File: src/rtl/fifo_wr_arbiter_pkg.sv
// Shared definitions for the FIFO write-port arbiter.
//   state_e  : arbiter FSM encoding (idle / burst-owning)
//   clog2_f  : ceiling log2, sizes grant index and burst counter
package fifo_wr_arbiter_pkg;

    typedef enum logic {
        ST_IDLE  = 1'b0,
        ST_BURST = 1'b1
    } state_e;

    // Ceiling log2 for constant width calculations.
    function automatic int clog2_f(input int value);
        int r;
        r = 0;
        for (int i = 0; i < 31; i++) begin
            r = ((32'sd1 <<< i) < value) ? (i + 1) : r;
        end
        return r;
    endfunction

endpackage

File: src/rtl/fifo_wr_arbiter_if.sv
// Bundle between NUM_REQ producers / FIFO write controller and the arbiter.
//   req_valid/req_data/req_last/req_ready : per-producer word handshake
//   wfull/winc/wdata                      : FIFO write port
//   busy/grant_id                         : current grant status
// modport slave  : arbiter side
// modport master : producers + FIFO side (environment)
interface fifo_wr_arbiter_if
    import fifo_wr_arbiter_pkg::*;
#(
    parameter int NUM_REQ    = 4,
    parameter int DATA_WIDTH = 8
);
    localparam int GID_W = clog2_f(NUM_REQ);

    logic [NUM_REQ-1:0]            req_valid;
    logic [NUM_REQ*DATA_WIDTH-1:0] req_data;
    logic [NUM_REQ-1:0]            req_last;
    logic [NUM_REQ-1:0]            req_ready;
    logic                          wfull;
    logic                          winc;
    logic [DATA_WIDTH-1:0]         wdata;
    logic                          busy;
    logic [GID_W-1:0]              grant_id;

    modport slave (
        input  req_valid, req_data, req_last, wfull,
        output req_ready, winc, wdata, busy, grant_id
    );

    modport master (
        output req_valid, req_data, req_last, wfull,
        input  req_ready, winc, wdata, busy, grant_id
    );
endinterface

File: src/rtl/fifo_wr_arbiter_rr_picker.sv
// Combinational round-robin picker.
//   req_i     : request vector
//   rr_ptr_i  : last winner; search starts at rr_ptr_i+1 (mod NUM_REQ)
//   winner_o  : first requester found by the search
//   any_req_o : at least one request present
module fifo_wr_arbiter_rr_picker
    import fifo_wr_arbiter_pkg::*;
#(
    parameter  int NUM_REQ = 4,
    localparam int PTR_W   = clog2_f(NUM_REQ)
) (
    input  logic [NUM_REQ-1:0] req_i,
    input  logic [PTR_W-1:0]   rr_ptr_i,
    output logic [PTR_W-1:0]   winner_o,
    output logic               any_req_o
);

    // Scan from farthest to nearest offset so the nearest requester wins.
    always_comb begin
        winner_o  = '0;
        any_req_o = |req_i;
        for (int k = NUM_REQ; k >= 1; k--) begin
            winner_o = req_i[(int'(rr_ptr_i) + k) % NUM_REQ]
                       ? PTR_W'((int'(rr_ptr_i) + k) % NUM_REQ)
                       : winner_o;
        end
    end

endmodule

File: src/rtl/fifo_wr_arbiter.sv
// Shares the FIFO write port between NUM_REQ producers with round-robin
// arbitration and packet lock (grant held until last word or MAX_BURST words).
//   w_clk : write-domain clock
//   w_rst : asynchronous active-low reset
//   bus   : producer handshakes, FIFO write port, grant status (slave modport)
module fifo_wr_arbiter
    import fifo_wr_arbiter_pkg::*;
#(
    parameter int NUM_REQ    = 4,
    parameter int DATA_WIDTH = 8,
    parameter int MAX_BURST  = 8
) (
    input  logic              w_clk,
    input  logic              w_rst,
    fifo_wr_arbiter_if.slave  bus
);

    localparam int PTR_W = clog2_f(NUM_REQ);
    localparam int CNT_W = clog2_f(MAX_BURST + 1);

    state_e               state_q;
    logic [PTR_W-1:0]     rr_ptr_q;
    logic [PTR_W-1:0]     grant_q;
    logic [CNT_W-1:0]     burst_cnt_q;

    logic [PTR_W-1:0]      winner_s;
    logic                  any_req_s;
    logic                  xfer_s;
    logic                  release_s;
    logic [NUM_REQ-1:0]    req_ready_s;
    logic [DATA_WIDTH-1:0] wdata_s;

    fifo_wr_arbiter_rr_picker #(
        .NUM_REQ (NUM_REQ)
    ) u_picker (
        .req_i     (bus.req_valid),
        .rr_ptr_i  (rr_ptr_q),
        .winner_o  (winner_s),
        .any_req_o (any_req_s)
    );

    // Write-port muxing. Outputs derive from registered state so an async
    // reset clears them immediately; wfull gates both ready and winc.
    always_comb begin
        req_ready_s = '0;
        xfer_s      = 1'b0;
        wdata_s     = '0;
        if (state_q == ST_BURST) begin
            req_ready_s[grant_q] = ~bus.wfull;
            xfer_s               = bus.req_valid[grant_q] & ~bus.wfull;
        end else begin
            req_ready_s = '0;
            xfer_s      = 1'b0;
        end
        if (xfer_s) begin
            wdata_s = bus.req_data[int'(grant_q)*DATA_WIDTH +: DATA_WIDTH];
        end else begin
            wdata_s = '0;
        end
    end

    // The transfer that carries last, or that fills the burst, ends the grant.
    assign release_s = bus.req_last[grant_q] |
                       (burst_cnt_q == CNT_W'(MAX_BURST - 1));

    // Arbiter FSM: one IDLE cycle picks a winner, BURST counts transfers.
    always_ff @(posedge w_clk or negedge w_rst) begin
        if (!w_rst) begin
            state_q     <= ST_IDLE;
            rr_ptr_q    <= PTR_W'(NUM_REQ - 1);
            grant_q     <= '0;
            burst_cnt_q <= '0;
        end else begin
            case (state_q)
                ST_IDLE: begin
                    if (any_req_s) begin
                        grant_q     <= winner_s;
                        rr_ptr_q    <= winner_s;
                        burst_cnt_q <= '0;
                        state_q     <= ST_BURST;
                    end else begin
                        state_q     <= ST_IDLE;
                    end
                end
                ST_BURST: begin
                    if (xfer_s) begin
                        burst_cnt_q <= burst_cnt_q + CNT_W'(1);
                        state_q     <= release_s ? ST_IDLE : ST_BURST;
                    end else begin
                        state_q     <= ST_BURST;
                    end
                end
                default: begin
                    state_q <= ST_IDLE;
                end
            endcase
        end
    end

    assign bus.req_ready = req_ready_s;
    assign bus.winc      = xfer_s;
    assign bus.wdata     = wdata_s;
    assign bus.busy      = (state_q == ST_BURST);
    assign bus.grant_id  = grant_q;

endmodule

File: src/flat_wrapper.sv
// flat-port wrapper written by rule: the top's interface ports become plain ports
module fifo_wr_arbiter_flat import fifo_wr_arbiter_pkg::*;
#(
    parameter int NUM_REQ    = 4,
    parameter int DATA_WIDTH = 8,
    parameter int MAX_BURST  = 8
)
  (w_clk, w_rst, bus_req_valid, bus_req_data, bus_req_last, bus_wfull, bus_req_ready, bus_winc, bus_wdata, bus_busy, bus_grant_id);
  fifo_wr_arbiter_if #(.NUM_REQ(NUM_REQ), .DATA_WIDTH(DATA_WIDTH)) bus_i ();
  input  logic w_clk;
  input  logic w_rst;
  input wire logic [$bits(bus_i.req_valid)-1:0] bus_req_valid;
  input wire logic [$bits(bus_i.req_data)-1:0] bus_req_data;
  input wire logic [$bits(bus_i.req_last)-1:0] bus_req_last;
  input wire logic [$bits(bus_i.wfull)-1:0] bus_wfull;
  output wire logic [$bits(bus_i.req_ready)-1:0] bus_req_ready;
  output wire logic [$bits(bus_i.winc)-1:0] bus_winc;
  output wire logic [$bits(bus_i.wdata)-1:0] bus_wdata;
  output wire logic [$bits(bus_i.busy)-1:0] bus_busy;
  output wire logic [$bits(bus_i.grant_id)-1:0] bus_grant_id;
  assign bus_i.req_valid = bus_req_valid;
  assign bus_i.req_data = bus_req_data;
  assign bus_i.req_last = bus_req_last;
  assign bus_i.wfull = bus_wfull;
  assign bus_req_ready = bus_i.req_ready;
  assign bus_winc = bus_i.winc;
  assign bus_wdata = bus_i.wdata;
  assign bus_busy = bus_i.busy;
  assign bus_grant_id = bus_i.grant_id;
  fifo_wr_arbiter #(.NUM_REQ(NUM_REQ), .DATA_WIDTH(DATA_WIDTH), .MAX_BURST(MAX_BURST)) u_core (.w_clk(w_clk), .w_rst(w_rst), .bus(bus_i));
endmodule
File: config.mk
export PLATFORM = sky130hd
export DESIGN_NAME = fifo_wr_arbiter_flat
export DESIGN_NICKNAME = d
export VERILOG_FILES = /design/src/rtl/fifo_wr_arbiter_pkg.sv /design/src/rtl/fifo_wr_arbiter_if.sv /design/src/rtl/fifo_wr_arbiter_rr_picker.sv /design/src/rtl/fifo_wr_arbiter.sv /design/src/flat_wrapper.sv
export SDC_FILE = /design/constraint.sdc
export NUM_CORES = 1
export LEC_CHECK = 0
export ABC_AREA = 1
export CAP_MARGIN = 30
export CELL_PAD_IN_SITES_DETAIL_PLACEMENT = 1
export CELL_PAD_IN_SITES_GLOBAL_PLACEMENT = 1
export CORE_MARGIN = 3
export CORE_UTILIZATION = 25
export CTS_BUF_LIST = sky130_fd_sc_hd__clkbuf_8 sky130_fd_sc_hd__clkbuf_16
export DETAILED_ROUTE_END_ITERATION = 12
export GPL_ROUTABILITY_DRIVEN = 0
export PLACE_DENSITY = 0.89
export RECOVER_POWER = 25
export SYNTH_ARGS = -nofsm -noshare
export SYNTH_HDL_FRONTEND = slang
export SYNTH_SLANG_ARGS = --single-unit
File: constraint.sdc
create_clock -name w_clk -period 2.1 [get_ports w_clk]
set_input_delay 0.21 -clock w_clk [delete_from_list [all_inputs] [get_ports w_clk]]
set_output_delay 0.21 -clock w_clk [all_outputs]
set_load 0.03 [all_outputs]
==> metrics <==
status=completed; Post-Syn Area=941 µm²; post-synth cell types=22; Via Count=1239; PwrDens=1240 nW/µm²; CTS Buffer Depth=2; CP delay by family, top=buffers and inverters; CP Data Required Time=1.89 ns; DP Area=1580 µm²; Setup TNS Final=0 ns; die area=4540 µm²; Worst path slowest cell=clkdlybuf4s50_1; worst vdd rail ir drop=0.600 mV; sequential share of the synthesized area=24.2%; first-pass GRT wire length=5710 µm; crit path cell chain=nand2_1 -> nor2_1 -> clkdlybuf4s50_1; All-Layer GR Usage=16.3%; Finished Layout Cells=266; share of layout cells above drive strength 1=14.5%; Final Hold Viols=0; Layout fillers=476; vias per std cell=4.66; Synth area leaders=nand2_1 31%, dfrtp_1 19%, a22oi_1 6.4%, dfstp_2 5.6%, a31oi_1 5.3%; Yosys warnings=0; Total Power=2.03 mW; top-area cell type share of the netlist area=30.7%; Final Instance Area=1640 µm²; Pre-Repair DR Iteration Count=4; Max Cap Violations=0; post-DP HPWL=3000 µm; CTS root buf=clkbuf_8; area grow syn2layout=74.1%; dpl cells=262; worst slew pin tran=0.412 ns; CTS Buf Count=3; Worst EP arrival=1.80 ns; Tmin final=2.01 ns; Crit Path Category=reg2out; drc violations=0; depth of the CTS H-tree=1; Clock Skews=0.00129 ns; crit path buf inv count=1; Avg Inst Size Synth=6.07 µm²; nature of the critical path endpoint=output port; Final Max Tran Viols=0; DRT Wirelength=3510 µm; leak pwr=0.810 nW; #FFs+latches synth=9; Mapped Cells=155; CTS tree=yes; Ant. Diodes=0; core area=3470 µm²; fmax=498 MHz; total gr overflow=0; crit share post-route=95.7%; Initial Utilization=27.1%; maximum number of pins on one net before global-route repair=11; max_slew headroom=72.4%; clk sinks=9; Syn Nets=199; post-route ant nets=0; I/O Pins=59; area leader, netlist=nand2_1; most common cell after layout, fill and taps aside=nand2_1; flop2flop setup slack=0.53 ns; Place WS=0.205 ns; vias in the first global route=1303; final setup fails=0; HP Class=in2async; Die X=67.4 µm; crit path launch type=register; DRT iter0 DRCs=31; clk_lat worst skew=0.23 ns; commonest cells after routing, fill and taps aside=77 x nand2_1, 45 x clkdlybuf4s50_1, 13 x buf_4; crit-path max FO=6; FP Rows=21; IO buf count=58; final worst slack=0.0905 ns; initial antenna violation count=0; Routed WL per cell=13.2 µm; RSZ-0062 raised after global routing=no; CP max stage delay=0.68 ns; register clock-pin slew on the reported worst setup and hold paths=0.04 ns; Die Ht=67.4 µm; NumNets Final=265
stage by stage:
step                hold slack [ns]  util, %
floorplan                   -0.0856        -
finish                        0.351     47.2
CTS                           0.297     46.9
detailed placement            0.488     45.6
global route                  0.382     47.2
global placement              0.485     45.6
power by group:
part           internal [mW]  switching [mW]
clock                  0.127          0.0638
sequential             0.269           0.121
combinational          0.561           0.888
total                  0.957            1.07
flip-flops by register name (all words and copies together) (netlist names):
name,count
u_core.burst_cnt_q,4
u_core.bus.busy,1
u_core.bus.grant_id,2
u_core.rr_ptr_q,2
worst paths after layout:
path,startpoint,endpoint,cells after the start
setup / recovery,u_core.bus.grant_id[0],bus_req_ready[1],3
hold / removal,w_rst,u_core.bus.grant_id[1],1
setup reg to reg,u_core.rr_ptr_q[0],u_core.rr_ptr_q[1],10
hold reg to reg,u_core.bus.busy,u_core.bus.busy,2
max in group asynchronous,w_rst,u_core.rr_ptr_q[1],1
min in group w_clk,u_core.bus.busy,u_core.bus.busy,2
cells in the mapped netlist:
library cell and number:
o21ai_0 1, a31oi_1 8, inv_1 11, a21oi_1 3
nor2_4 3, dfrtp_1 7, inv_2 4, nand2_1 77
xor2_1 1, a22oi_1 8, nand3_1 9, ha_1 1
and2_1 1, buf_2 1, o21ai_4 1, nor2_1 10
dfstp_2 2, clkinv_1 1, nor3b_1 1, o22ai_4 2
o21ai_2 1, nor2_2 2
final cells by class:
type,instances,area (µm²),area share [%]
tap,46,57.6,3.51
inverter,16,63.8,3.90
clock inverter,1,3.75,0.229
timing repair buffer,62,596,36.4
multi-input combinational,129,648,39.6
clock buffer,3,41.3,2.52
sequential,9,228,13.9
cell families after synthesis:
family                     count (synthesis)  synth area share [%]
buffers and inverters                     17                  6.91
DFF                                        9                  24.2
and+or+nand+nor                          103                  45.9
adders and majority gates                  1                  1.33
xor gates and xnor gates                   1                 0.931
AOI/OAI and AO/OA                         24                  20.7
timing repair:
item / in CTS / in global routing
setup endpoints to repair: 0 / 7
hold buffers: 0 / 0
setup buffers: 0 / 0
resized for setup: 0 / 4
endpoints found under the hold margin: 0 / 0
per-layer routing:
metal / global-route usage (%) / vias up / wire length, µm
li1: - / 635 / -
met1: 20.2 / 557 / 1570
met2: 28.1 / 43 / 1580
met3: 2.83 / 4 / 319
met4: 6.08 / 0 / 39
met5: 0 / - / 0
Power figures use the tool's default switching activity.
